### src/rtl/fp16_mul_arbiter_pkg.sv
// -----------------------------------------------------------------------------
// fp16_arb_pkg
// Shared types and constants for the FP16 multiplier arbiter slice.
//   FP16_W     : width of an FP16 operand/result
//   fp16_t     : FP16 bit container (values are never interpreted here)
//   FP16_ZERO  : value driven onto idle multiplier operands
//   PERF_CNT_W : width of the optional performance counters
// No ports (package).
// -----------------------------------------------------------------------------
package fp16_arb_pkg;

    localparam int FP16_W = 16;

    typedef logic [FP16_W-1:0] fp16_t;

    localparam fp16_t FP16_ZERO = 16'h0000;

    localparam int PERF_CNT_W = 32;

endpackage

### src/rtl/fp16_mul_arbiter_if.sv
// -----------------------------------------------------------------------------
// fp16_mul_arbiter_if
// Bundles the requester, multiplier and response signals of the arbiter.
//   req_valid/req_ready/req_a/req_b : per-requester operand-pair handshake
//   mul_en/mul_a/mul_b/mul_result   : shared multiplier connection
//   rsp_valid/rsp_ready/rsp_id/rsp_data : tagged, backpressured response
// Modports:
//   slave  : arbiter view (accepts requests, drives multiplier, sends responses)
//   master : environment view (requesters, multiplier, response consumer)
// -----------------------------------------------------------------------------
interface fp16_mul_arbiter_if #(
    parameter int NUM_REQ    = 4,
    parameter int DATA_WIDTH = fp16_arb_pkg::FP16_W,
    parameter int ID_W       = $clog2(NUM_REQ)
);

    logic [NUM_REQ-1:0]            req_valid;
    logic [NUM_REQ-1:0]            req_ready;
    logic [NUM_REQ*DATA_WIDTH-1:0] req_a;
    logic [NUM_REQ*DATA_WIDTH-1:0] req_b;

    logic                          mul_en;
    logic [DATA_WIDTH-1:0]         mul_a;
    logic [DATA_WIDTH-1:0]         mul_b;
    logic [DATA_WIDTH-1:0]         mul_result;

    logic                          rsp_valid;
    logic                          rsp_ready;
    logic [ID_W-1:0]               rsp_id;
    logic [DATA_WIDTH-1:0]         rsp_data;

    modport slave (
        input  req_valid, req_a, req_b, mul_result, rsp_ready,
        output req_ready, mul_en, mul_a, mul_b, rsp_valid, rsp_id, rsp_data
    );

    modport master (
        output req_valid, req_a, req_b, mul_result, rsp_ready,
        input  req_ready, mul_en, mul_a, mul_b, rsp_valid, rsp_id, rsp_data
    );

endinterface

### src/rtl/fp16_mul_arbiter_rr_arbiter.sv
// -----------------------------------------------------------------------------
// rr_arbiter
// Combinational round-robin picker: grants the first asserted req at or after
// ptr, wrapping at N.
//   req     in  N     request vector
//   ptr     in  ID_W  highest-priority index for this cycle
//   en      in  1     allow a grant this cycle
//   gnt     out N     one-hot grant (zero when no grant)
//   gnt_idx out ID_W  index of the winner (meaningful only when any = 1)
//   any     out 1     a grant is issued
// -----------------------------------------------------------------------------
module rr_arbiter #(
    parameter int N    = 4,
    parameter int ID_W = $clog2(N)
) (
    input  logic [N-1:0]    req,
    input  logic [ID_W-1:0] ptr,
    input  logic            en,
    output logic [N-1:0]    gnt,
    output logic [ID_W-1:0] gnt_idx,
    output logic            any
);

    logic found;

    // ptr is always < N, so a single conditional subtract implements the wrap
    // even when N is not a power of two.
    function automatic logic [ID_W-1:0] wrap_idx(input logic [ID_W-1:0] p, input int k);
        int s;
        s = int'(p) + k;
        if (s >= N) s = s - N;
        return ID_W'(s);
    endfunction

    always_comb begin
        found   = 1'b0;
        gnt_idx = '0;
        for (int k = 0; k < N; k++) begin
            if (!found && req[wrap_idx(ptr, k)]) begin
                found   = 1'b1;
                gnt_idx = wrap_idx(ptr, k);
            end
        end
    end

    assign any = en && found;

    generate
        for (genvar gi = 0; gi < N; gi++) begin : g_gnt
            assign gnt[gi] = any && (gnt_idx == ID_W'(gi));
        end
    endgenerate

endmodule

### src/rtl/fp16_mul_arbiter.sv
// -----------------------------------------------------------------------------
// fp16_mul_arbiter
// Shares one FP16 multiplier among NUM_REQ requesters. Operand pairs are taken
// round-robin, issued to the multiplier, and the single in-flight product is
// returned tagged with its requester index over a backpressured response port.
//   clk    in  system clock, rising edge
//   reset  in  asynchronous, active-low reset
//   bus    slave modport of fp16_mul_arbiter_if (requests, multiplier, response)
// Optional feature, macro FP16_MUL_ARB_PERF_EN:
//   perf_issue_cnt out 32  wrapping count of mul_en cycles
//   perf_stall_cnt out 32  wrapping count of cycles with a pending request
//                          that could not be issued
// -----------------------------------------------------------------------------
module fp16_mul_arbiter
    import fp16_arb_pkg::*;
#(
    parameter int NUM_REQ    = 4,
    parameter int DATA_WIDTH = FP16_W,
    parameter int ID_W       = $clog2(NUM_REQ)
) (
    input  logic                  clk,
    input  logic                  reset,
    fp16_mul_arbiter_if.slave     bus
`ifdef FP16_MUL_ARB_PERF_EN
    ,
    output logic [PERF_CNT_W-1:0] perf_issue_cnt,
    output logic [PERF_CNT_W-1:0] perf_stall_cnt
`endif
);

    logic            inflight_reg,    inflight_next;
    logic [ID_W-1:0] inflight_id_reg, inflight_id_next;
    logic            rsp_valid_reg,   rsp_valid_next;
    logic [ID_W-1:0] rsp_id_reg,      rsp_id_next;
    fp16_t           rsp_data_reg,    rsp_data_next;
    logic [ID_W-1:0] prio_ptr_reg,    prio_ptr_next;

    logic               capture;
    logic               issue_ok;
    logic               issue;
    logic [NUM_REQ-1:0] gnt;
    logic [ID_W-1:0]    gnt_idx;
    fp16_t              op_a [NUM_REQ];
    fp16_t              op_b [NUM_REQ];

    generate
        for (genvar gi = 0; gi < NUM_REQ; gi++) begin : g_ops
            assign op_a[gi] = bus.req_a[gi*DATA_WIDTH +: DATA_WIDTH];
            assign op_b[gi] = bus.req_b[gi*DATA_WIDTH +: DATA_WIDTH];
        end
    endgenerate

    // The multiplier result moves into the response register whenever that
    // register is empty or being drained this cycle; doing so frees the
    // multiplier for a new issue in the same cycle.
    assign capture  = inflight_reg && (!rsp_valid_reg || bus.rsp_ready);
    assign issue_ok = !inflight_reg || capture;

    // Grants are also suppressed while reset is asserted (reset low) so that
    // every output reads zero during reset, not just the registered ones.
    rr_arbiter #(
        .N    (NUM_REQ),
        .ID_W (ID_W)
    ) u_rr (
        .req     (bus.req_valid),
        .ptr     (prio_ptr_reg),
        .en      (issue_ok && reset),
        .gnt     (gnt),
        .gnt_idx (gnt_idx),
        .any     (issue)
    );

    assign bus.req_ready = gnt;
    assign bus.mul_en    = issue;
    assign bus.mul_a     = issue ? op_a[gnt_idx] : FP16_ZERO;
    assign bus.mul_b     = issue ? op_b[gnt_idx] : FP16_ZERO;
    assign bus.rsp_valid = rsp_valid_reg;
    assign bus.rsp_id    = rsp_id_reg;
    assign bus.rsp_data  = rsp_data_reg;

    always_comb begin
        inflight_next    = inflight_reg;
        inflight_id_next = inflight_id_reg;
        rsp_valid_next   = rsp_valid_reg;
        rsp_id_next      = rsp_id_reg;
        rsp_data_next    = rsp_data_reg;
        prio_ptr_next    = prio_ptr_reg;

        if (capture) begin
            rsp_valid_next = 1'b1;
            rsp_id_next    = inflight_id_reg;
            rsp_data_next  = bus.mul_result;
            inflight_next  = 1'b0;
        end else if (rsp_valid_reg && bus.rsp_ready) begin
            rsp_valid_next = 1'b0;
        end

        // A same-cycle issue overrides the clear from capture.
        if (issue) begin
            inflight_next    = 1'b1;
            inflight_id_next = gnt_idx;
            prio_ptr_next    = (gnt_idx == ID_W'(NUM_REQ - 1)) ? '0 : gnt_idx + ID_W'(1);
        end
    end

    always_ff @(posedge clk or negedge reset) begin
        if (!reset) begin
            inflight_reg    <= 1'b0;
            inflight_id_reg <= '0;
            rsp_valid_reg   <= 1'b0;
            rsp_id_reg      <= '0;
            rsp_data_reg    <= FP16_ZERO;
            prio_ptr_reg    <= '0;
        end else begin
            inflight_reg    <= inflight_next;
            inflight_id_reg <= inflight_id_next;
            rsp_valid_reg   <= rsp_valid_next;
            rsp_id_reg      <= rsp_id_next;
            rsp_data_reg    <= rsp_data_next;
            prio_ptr_reg    <= prio_ptr_next;
        end
    end

`ifdef FP16_MUL_ARB_PERF_EN
    always_ff @(posedge clk or negedge reset) begin
        if (!reset) begin
            perf_issue_cnt <= '0;
            perf_stall_cnt <= '0;
        end else begin
            if (issue) begin
                perf_issue_cnt <= perf_issue_cnt + PERF_CNT_W'(1);
            end
            if (|bus.req_valid && !issue_ok) begin
                perf_stall_cnt <= perf_stall_cnt + PERF_CNT_W'(1);
            end
        end
    end
`endif

endmodule

### src/flat_wrapper.sv
// flat-port wrapper written by rule: the top's interface ports become plain ports
module fp16_mul_arbiter_flat import fp16_arb_pkg::*;
#(
    parameter int NUM_REQ    = 4,
    parameter int DATA_WIDTH = FP16_W,
    parameter int ID_W       = $clog2(NUM_REQ)
)
  (clk, reset, bus_req_valid, bus_req_a, bus_req_b, bus_mul_result, bus_rsp_ready, bus_req_ready, bus_mul_en, bus_mul_a, bus_mul_b, bus_rsp_valid, bus_rsp_id, bus_rsp_data);
  fp16_mul_arbiter_if #(.NUM_REQ(NUM_REQ), .DATA_WIDTH(DATA_WIDTH), .ID_W(ID_W)) bus_i ();
  input  logic clk;
  input  logic reset;
  input wire logic [$bits(bus_i.req_valid)-1:0] bus_req_valid;
  input wire logic [$bits(bus_i.req_a)-1:0] bus_req_a;
  input wire logic [$bits(bus_i.req_b)-1:0] bus_req_b;
  input wire logic [$bits(bus_i.mul_result)-1:0] bus_mul_result;
  input wire logic [$bits(bus_i.rsp_ready)-1:0] bus_rsp_ready;
  output wire logic [$bits(bus_i.req_ready)-1:0] bus_req_ready;
  output wire logic [$bits(bus_i.mul_en)-1:0] bus_mul_en;
  output wire logic [$bits(bus_i.mul_a)-1:0] bus_mul_a;
  output wire logic [$bits(bus_i.mul_b)-1:0] bus_mul_b;
  output wire logic [$bits(bus_i.rsp_valid)-1:0] bus_rsp_valid;
  output wire logic [$bits(bus_i.rsp_id)-1:0] bus_rsp_id;
  output wire logic [$bits(bus_i.rsp_data)-1:0] bus_rsp_data;
  assign bus_i.req_valid = bus_req_valid;
  assign bus_i.req_a = bus_req_a;
  assign bus_i.req_b = bus_req_b;
  assign bus_i.mul_result = bus_mul_result;
  assign bus_i.rsp_ready = bus_rsp_ready;
  assign bus_req_ready = bus_i.req_ready;
  assign bus_mul_en = bus_i.mul_en;
  assign bus_mul_a = bus_i.mul_a;
  assign bus_mul_b = bus_i.mul_b;
  assign bus_rsp_valid = bus_i.rsp_valid;
  assign bus_rsp_id = bus_i.rsp_id;
  assign bus_rsp_data = bus_i.rsp_data;
  fp16_mul_arbiter #(.NUM_REQ(NUM_REQ), .DATA_WIDTH(DATA_WIDTH), .ID_W(ID_W)) u_core (.clk(clk), .reset(reset), .bus(bus_i));
endmodule
### config.mk
export PLATFORM = sky130hd
export DESIGN_NAME = fp16_mul_arbiter_flat
export DESIGN_NICKNAME = d
export VERILOG_FILES = /design/src/rtl/fp16_mul_arbiter_pkg.sv /design/src/rtl/fp16_mul_arbiter_if.sv /design/src/rtl/fp16_mul_arbiter_rr_arbiter.sv /design/src/rtl/fp16_mul_arbiter.sv /design/src/flat_wrapper.sv
export SDC_FILE = /design/constraint.sdc
export NUM_CORES = 1
export LEC_CHECK = 0
export BUFFER_PORTS_ARGS = -buffer_cell sky130_fd_sc_hd__clkbuf_2
export CORE_ASPECT_RATIO = 1.75
export CORE_MARGIN = 5
export CORE_UTILIZATION = 39
export DETAILED_ROUTE_END_ITERATION = 8
export GPL_TIMING_DRIVEN = 0
export PLACE_DENSITY = 0.87
export SLEW_MARGIN = 5
export SYNTH_ARGS = -nofsm -noshare
export SYNTH_HDL_FRONTEND = slang
export SYNTH_HIERARCHICAL = 1
export SYNTH_SLANG_ARGS = --single-unit
### constraint.sdc
create_clock -name clk -period 4 [get_ports clk]
set_input_delay 0.8 -clock clk [delete_from_list [all_inputs] [get_ports clk]]
set_output_delay 0.8 -clock clk [all_outputs]
set_load 0.005 [all_outputs]
==> results of run 1 <==
==> cells by family (layout without fill, tap and decap cells) <==
family | count (synthesis) | in the layout | share of synthesized area [%]
adder cells (fa/ha/maj) | 1 | 1 | 0.6164
AO/OA/AOI/OAI | 42 | 42 | 13.99
multiplexers | 85 | 85 | 43.40
AND/OR/NAND/NOR | 15 | 15 | 5.734
buffers and inverters | 21 | 231 | 6.658
flip-flops | 24 | 24 | 29.59
==> per-layer routing <==
| metal | wire, um | track usage [%] |
|---|---|---|
| met5 | 0 | 0 |
| met4 | 201 | 7.564 |
| met3 | 1317 | 13.84 |
| met2 | 3955 | 40.01 |
| met1 | 2755 | 23.27 |
==> cells in the final DEF (no fill, tap or decap), types with 2 or more instances in the layout <==
cell type and count:
sky130_fd_sc_hd__nand2b_1 2, sky130_fd_sc_hd__dfrtp_1 24, sky130_fd_sc_hd__buf_6 6, sky130_fd_sc_hd__clkbuf_2 206
sky130_fd_sc_hd__buf_2 6, sky130_fd_sc_hd__mux2i_1 64, sky130_fd_sc_hd__o22ai_1 33, sky130_fd_sc_hd__mux2_2 20
sky130_fd_sc_hd__a21oi_1 2, sky130_fd_sc_hd__inv_1 5, sky130_fd_sc_hd__nand2_1 2, sky130_fd_sc_hd__clkbuf_1 2
sky130_fd_sc_hd__clkbuf_8 4
==> power groups by stage <==
stage	logic, mW	registers, mW	clock network (mW)
after global placement	0.949	0.365	0
after floorplan	0.613	0.368	0
after detailed placement	0.975	0.371	0
final	0.967	0.367	0.160
after global routing	1.05	0.379	0.175
after CTS	0.978	0.368	0.164
==> cell type report <==
type | instances | area [um^2] | area share, %
plain buffers | 15 | 112.6 | 3.538
clock buffers | 4 | 55.05 | 1.730
inverters | 6 | 22.52 | 0.7075
multi-input cells | 143 | 1294 | 40.64
flip-flops and latches | 24 | 600.6 | 18.87
well taps | 54 | 67.56 | 2.123
repair buffers | 206 | 1031 | 32.39
==> stage by stage <==
step / worst slack, ns / cell area [um^2]
final: 0.5339 / 3183
after global routing: 0.2786 / 3183
after CTS: 0.4817 / 3183
after detailed placement: 0.4853 / 3128
after global placement: 0.5423 / 3128
after floorplan: 1.263 / 2029
==> worst max-delay path, stage by stage <==
cell	delay, ns
sky130_fd_sc_hd__clkbuf_2	0.46
sky130_fd_sc_hd__a21boi_0	0.29
sky130_fd_sc_hd__nand2b_2	0.11
sky130_fd_sc_hd__inv_2	0.17
sky130_fd_sc_hd__nand2_1	0.17
sky130_fd_sc_hd__clkbuf_1	0.28
sky130_fd_sc_hd__o22ai_1	0.21
sky130_fd_sc_hd__clkbuf_2	0.15
==> path summary, 6_finish.rpt <==
path / depth (start not counted) / end / from
min: 1 / u_core/bus.rsp_data[15] / u_core/bus.rsp_data[15]
max reg2reg: 8 / u_core/prio_ptr_reg[0] / u_core/prio_ptr_reg[1]
max: 8 / bus_mul_a[7] / reset
min in group asynchronous: 1 / u_core/bus.rsp_data[14] / reset
min reg2reg: 1 / u_core/bus.rsp_data[15] / u_core/bus.rsp_data[15]
max in group asynchronous: 1 / u_core/bus.rsp_data[7] / reset
==> results list, run 1 <==
* Post-detailed-route via-to-cell ratio: 5.285
* Weighted congestion reported at the end of routability-driven placement: approximately 0.87
- Rows: 34
- Unique cell type count in the Yosys netlist: 33
- Buffers inserted during clock tree synthesis total 3.
* Cell area after synthesis: 2029 um^2
- In this run, the number of DRC markers left after iteration 0 of detailed routing was 32.
- Synthesized area per cell: 10.79 um^2
- Via count of the first global-routing pass: ~2,700
- Max H-tree Level: 1
- Summing over every cut layer, the via total after detailed routing is roughly 2,400.
- In this run, the combinational gates consume 64.7% of the power.
- In the final routed layout, each cell accounts on average for 18.21 um.
* Rel. slew slack: 60.53%
- Cell internal pwr: 911.6 uW
- Count of buffers added by post-CTS timing repair for setup: 0
- Post-synthesis sequential area ratio: 29.59%
- Endpoint kind of the worst setup timing path: output port
- After clock tree synthesis, the flow added hold-fix buffers numbering 0.
- After synthesis, the most frequently instantiated cells are sky130_fd_sc_hd__mux2i_1 (64), sky130_fd_sc_hd__o22ai_1 (33), sky130_fd_sc_hd__dfrtp_1 (24), sky130_fd_sc_hd__mux2_2 (20).
- Die footprint: 6803 um^2
- Clk_lat worst skew: 0.26 ns
- In the post-synthesis netlist, the cell with the most instances is sky130_fd_sc_hd__mux2i_1.
- In the routed design, unresolved DRC markers number 0.
- Unrepaired setup endpoints after global routing: false
- Layout cells sized above 1: 63.57%
- Core Util, Final: 63.41%
- Clock-pin slew reported for the worst setup and hold paths after clock tree synthesis: 0.08 ns
- The tightest min-delay check is of the flip-flop to flip-flop type.
- Counting flops and latches in the post-synthesis netlist gives 24.
- Across all register-to-register paths, the minimum setup slack is 2.02 ns.
- Number of synthesized flops with an enable pin: 0
* Number of nets in the layout: 551
* Number of antenna violations at the first check in global routing: 0
* Crit path time final: 3.466 ns
* Wire length of the first global-routing pass: between 10 and 15 mm
* Arrival time reported for the critical path endpoint: 2.67 ns
- The total count of hold-check failures in the final report was 0.
- Of all nets on the critical path, the largest fanout is 25.
* Worst-margin pin slew: roughly 0.59 ns
* Die Span Y: 105.4 um
- Once the floorplan was initialized, standard cells occupied 40.43% of the core.
- For this design the ratio of total power to cell area is roughly 470 nW/um^2.
- Net switching power of the design: 581.9 uW
* Result of the run: finished clean
* Endpoint required time on the critical path: 3.20 ns
- The number of antenna diodes in the final layout is 0.
- In the synthesized netlist the async set-or-reset flop fraction comes to 100.0%.
* Most area-hungry cell type in the Yosys netlist: sky130_fd_sc_hd__mux2i_1
* Final std cells w/o fill: 452
- By area the synthesized netlist is led by sky130_fd_sc_hd__mux2i_1 (32%), sky130_fd_sc_hd__dfrtp_1 (30%), sky130_fd_sc_hd__mux2_2 (11%).
- Synthesis-to-layout area growth: 56.84%
- Portion of total power attributed to sequential cells: 24.6%
- Iteration count of the initial detailed-routing pass: 4
- Max-cap violations in this run came to 0.
- STA classifies the critical path startpoint as an input pin.
* CTS sink cnt: 24
* Achievable frequency: slightly below 300 MHz
* Die Span X: 64.53 um
- Final wirelength: 8.229 mm
- Half-perimeter wire length after detailed placement: 7.301 mm
- Top Ports: 207
* Root cell of the clock tree: sky130_fd_sc_hd__clkbuf_8
* Placeable core region: 5020 um^2
* Fill cell count: 467
* Largest register FFs: 16
* Maximum number of pins on one net before global-route repair: 26
* Synthesized net count: 340
* Number of warnings printed during yosys synthesis: 6
- PortBufs: around 200
- Critical path start-end classification: input pin to output port
- For this run the aggregate overflow at the end of global routing stands at 0.
- # placed instances: 448
- Max IR drop VDD: about 0.41 mV
- The analysis attributes to cell leakage a power of 1.846 nW.
- Aggregate global-route resource usage: 23.36%
- Clock tree from TritonCTS: built
- PostCTS Resize Cnt: 0
* Setup tns final: 0 ns
- In the synthesized netlist the dominant register cell turns out to be sky130_fd_sc_hd__dfrtp_1.
- Total power: between 1 and 1.5 mW
- Sw Share: 38.96%
- Number of cells produced by synthesis: 188
* Final count of pins violating max slew: 0
- The clock arrives with between 0.0007 and 0.0008 ns of skew.
* Setup-violating endpoint count in the final report: 0
- Top-area cell type share of the netlist area: between 30% and 40%
- Maximum clock insertion buffer count: 2
- Per report_power, the clock group accounts for 10.7% of the total.
- The detail route stage leaves a number of antenna-violating nets equal to 0.
- The final critical path takes up about 87% of the cycle.
- Hold slack final: 0.5161 ns
No activity file was read; power rests on OpenSTA's default activity.
==> run 2: changes to the inputs <==
--- a/config.mk
+++ b/config.mk
@@ -5,13 +5,14 @@
 export SDC_FILE = /design/constraint.sdc
 export NUM_CORES = 1
 export LEC_CHECK = 0
+export ABC_CLOCK_PERIOD_IN_PS = 4000
 export BUFFER_PORTS_ARGS = -buffer_cell sky130_fd_sc_hd__clkbuf_2
 export CORE_ASPECT_RATIO = 1.75
 export CORE_MARGIN = 5
 export CORE_UTILIZATION = 39
 export DETAILED_ROUTE_END_ITERATION = 8
 export GPL_TIMING_DRIVEN = 0
-export PLACE_DENSITY = 0.87
+export PLACE_DENSITY = 0.9
 export SLEW_MARGIN = 5
 export SYNTH_ARGS = -nofsm -noshare
 export SYNTH_HDL_FRONTEND = slang
==> results list, run 2 (same netlist as run 1, synthesis figures left out) <==
- Result of the run: finished clean
- The HPWL reported at the end of detailed placement is 7.152 mm (-2.0%).
* Worst hold path startpoint: u_core/bus.rsp_data[15]
- The placeable core region came to 5020 um^2 (unchanged).
* Worst Hold Path Cells: 1 (unchanged)
- DR vias: 2,413 (+1.0%)
* PortBufs: 206 (unchanged)
- The min-delay analysis places its worst path in the category flip-flop to flip-flop.
- Count of maximum capacitance violations: 0 (unchanged)
- Final setup margin: 0.4082 ns (-0.1257 ns)
- The post-detailed-route count of antenna-violating nets is 0 (unchanged).
* Crit Reg-Reg Endpoint: u_core/prio_ptr_reg[0]
* Die footprint: 6803 um^2 (unchanged)
* CTS sink cnt: 24 (unchanged)
- The number of iterations in the first detailed-routing pass came to 6 (+2).
- The count of boundary I/O pins is 207 (unchanged).
- Most common cell after layout, fill and taps aside: sky130_fd_sc_hd__clkbuf_2
- Achievable frequency: 278.4 MHz (-3.5%)
- Setup tns final: 0 ns (unchanged)
- The number of buffers inserted by post-CTS setup repair was 0 (unchanged).
- The post-route minimum period was 3.592 ns (+0.1257 ns).
- Die Span X: 64.53 um (unchanged)
- The startpoint identified for the worst register-to-register timing path is u_core/prio_ptr_reg[1].
- The area of placed instances is 3128 um^2 (unchanged).
- The remaining routing DRC violations came to 0 (unchanged).
- The worst-case vdd ir drop came to 0.3816 mV (-7.3%).
- Finished Cell Area: 3169 um^2 (-0.43%)
* Depth of the worst register-to-register path: 8 (unchanged)
* Global-route congestion overflow total: 0 (unchanged)
- The placement row count was 34 (unchanged).
- The critical path is of the input pin to output port type.
- The endpoint arrival time on the critical path was 2.79 ns (+0.12 ns).
- Final count of pins violating max slew: 0 (unchanged)
* Unrepaired setup endpoints after global routing: false
* Period utilization: 89.79% (+3.1 points)
- The quantity of hold-fixing buffers added after cts was 0 (unchanged).
- The final setup violation count was 0 (unchanged).
- ANT cells: 0 (unchanged)
- Weighted congestion reported at the end of routability-driven placement: 0.8084 (-6.9%)
- Synthesis-to-layout area growth: 56.17%
- The die span in y is 105.4 um (unchanged).
* Clk_lat worst skew: 0.26 ns (about the same)
- Fill cell count: 436 (-6.6%)
- Final wirelength: 8.237 mm (about the same)
- Worst-margin pin slew: 0.6210 ns (+0.02902 ns)
- The per-cell via count in the routed design is 5.350 (+1.2%).
* Largest register FFs: 16 (unchanged)
* Endpoint required time on the critical path: 3.20 ns (about the same)
- The aggregate global-route resource usage came to 23.47% (+0.11 points).
* Clock tree from TritonCTS: built
* Clock-pin slew reported for the worst setup and hold paths after clock tree synthesis: 0.08 ns (about the same)
- Pre-CTS WS: 0.4211 ns (-0.06418 ns)
- The power density normalized to cell area was 472.2 nW/um^2 (+0.64%).
- The total count of hold-check failures in the final report came to 0 (unchanged).
- Maximum clock insertion buffer count: 2 (unchanged)
* Layout cells sized above 1: 63.48% (-0.092 points)
- Highest-count cells in the layout ignoring fill and taps: sky130_fd_sc_hd__clkbuf_2 (206), sky130_fd_sc_hd__mux2i_1 (64), sky130_fd_sc_hd__o22ai_1 (33), sky130_fd_sc_hd__dfrtp_1 (24), sky130_fd_sc_hd__mux2_2 (20)
- Via count of the first global-routing pass: 2,652 (-0.41%)
- The initial antenna violation count came to 0 (unchanged).
- Endpoint kind of the worst setup timing path: output port
* PostCTS Resize Cnt: 0 (unchanged)
- The routed length per placed instance is 18.26 um (+0.32%).
- Number of nets in the layout: 551 (unchanged)
- The global-route wire length before repair came to 12.71 mm (-0.49%).
- Initial drt markers: 81 (+150%)
- The number of levels the H-tree was split into came to 1 (unchanged).
- Maximum number of pins on one net before global-route repair: 26 (unchanged)
- Static Leakage: 1.839 nW (-0.39%)
- Rel. slew slack: 58.60% (-1.9 points)
* Root cell of the clock tree: sky130_fd_sc_hd__clkbuf_8
- The worst setup path is launched from an input pin.
* Endpoint of the worst hold-timing path: u_core/bus.rsp_data[15]
- Clock buffers created by TritonCTS: 3 (unchanged)
* Worst reg-to-reg setup slack: 2.02 ns (about the same)
- Effective utilization at floorplan: 40.43% (unchanged)
- The worst clock skew on the final layout came to 0.002481 ns (+0.001704 ns).
- CP max FO: 25 (unchanged)
- Hold slack final: 0.5094 ns (-0.006701 ns)
[run 2: final cells by class]
type | instances | area [um^2] | share of cell area (%)
Multi-Input combinational cell | 143 | 1294 | 40.82
Timing Repair Buffer | 206 | 1031 | 32.53
Sequential cell | 24 | 600.6 | 18.95
Buffer | 15 | 112.6 | 3.553
Tap cell | 54 | 67.56 | 2.132
Clock buffer | 3 | 41.29 | 1.303
Inverter | 6 | 22.52 | 0.7106
[run 2: metrics by stage]
step                instances  util, %  power (mW)
floorplan                 188        -      0.9813
global placement          448    62.31       1.341
detailed placement        448    62.31       1.368
CTS                       451    63.14       1.508
global route              451    63.14       1.604
finish                    451    63.14       1.496
[run 2: worst max-delay path by stage]
stage	depth (start not counted)	slack [ns]	end	from
2_1_floorplan	8	1.26	bus_mul_b[1]	bus_rsp_ready
3_3_place_gp	8	0.46	bus_mul_b[11]	reset
3_5_place_dp	9	0.42	bus_mul_b[1]	reset
4_1_cts	9	0.41	bus_mul_b[1]	reset
5_1_grt	8	0.19	bus_mul_b[12]	reset
6_report	8	0.41	bus_mul_b[12]	reset
[run 2: metal layers]
layer	vias to the layer above	global-route usage (%)	part of all wire, %
li1	1135	-	-
met1	1094	25.33	35
met2	162	41.57	50
met3	22	7.455	12
met4	0	9.531	3.2
met5	-	0	0
[run 2: power breakdown]
group / internal, mW / switching (mW)
clock network: 0.0671 / 0.0698
logic: 0.506 / 0.487
registers: 0.318 / 0.0493
total: 0.890 / 0.606
[run 2: critical path, cell delays in order]
cell and delay [ns]:
sky130_fd_sc_hd__clkbuf_2 0.48, sky130_fd_sc_hd__a21boi_0 0.29, sky130_fd_sc_hd__nand2b_2 0.12, sky130_fd_sc_hd__inv_2 0.17
sky130_fd_sc_hd__nand2_1 0.20, sky130_fd_sc_hd__clkbuf_1 0.31, sky130_fd_sc_hd__o22ai_1 0.23, sky130_fd_sc_hd__clkbuf_2 0.17
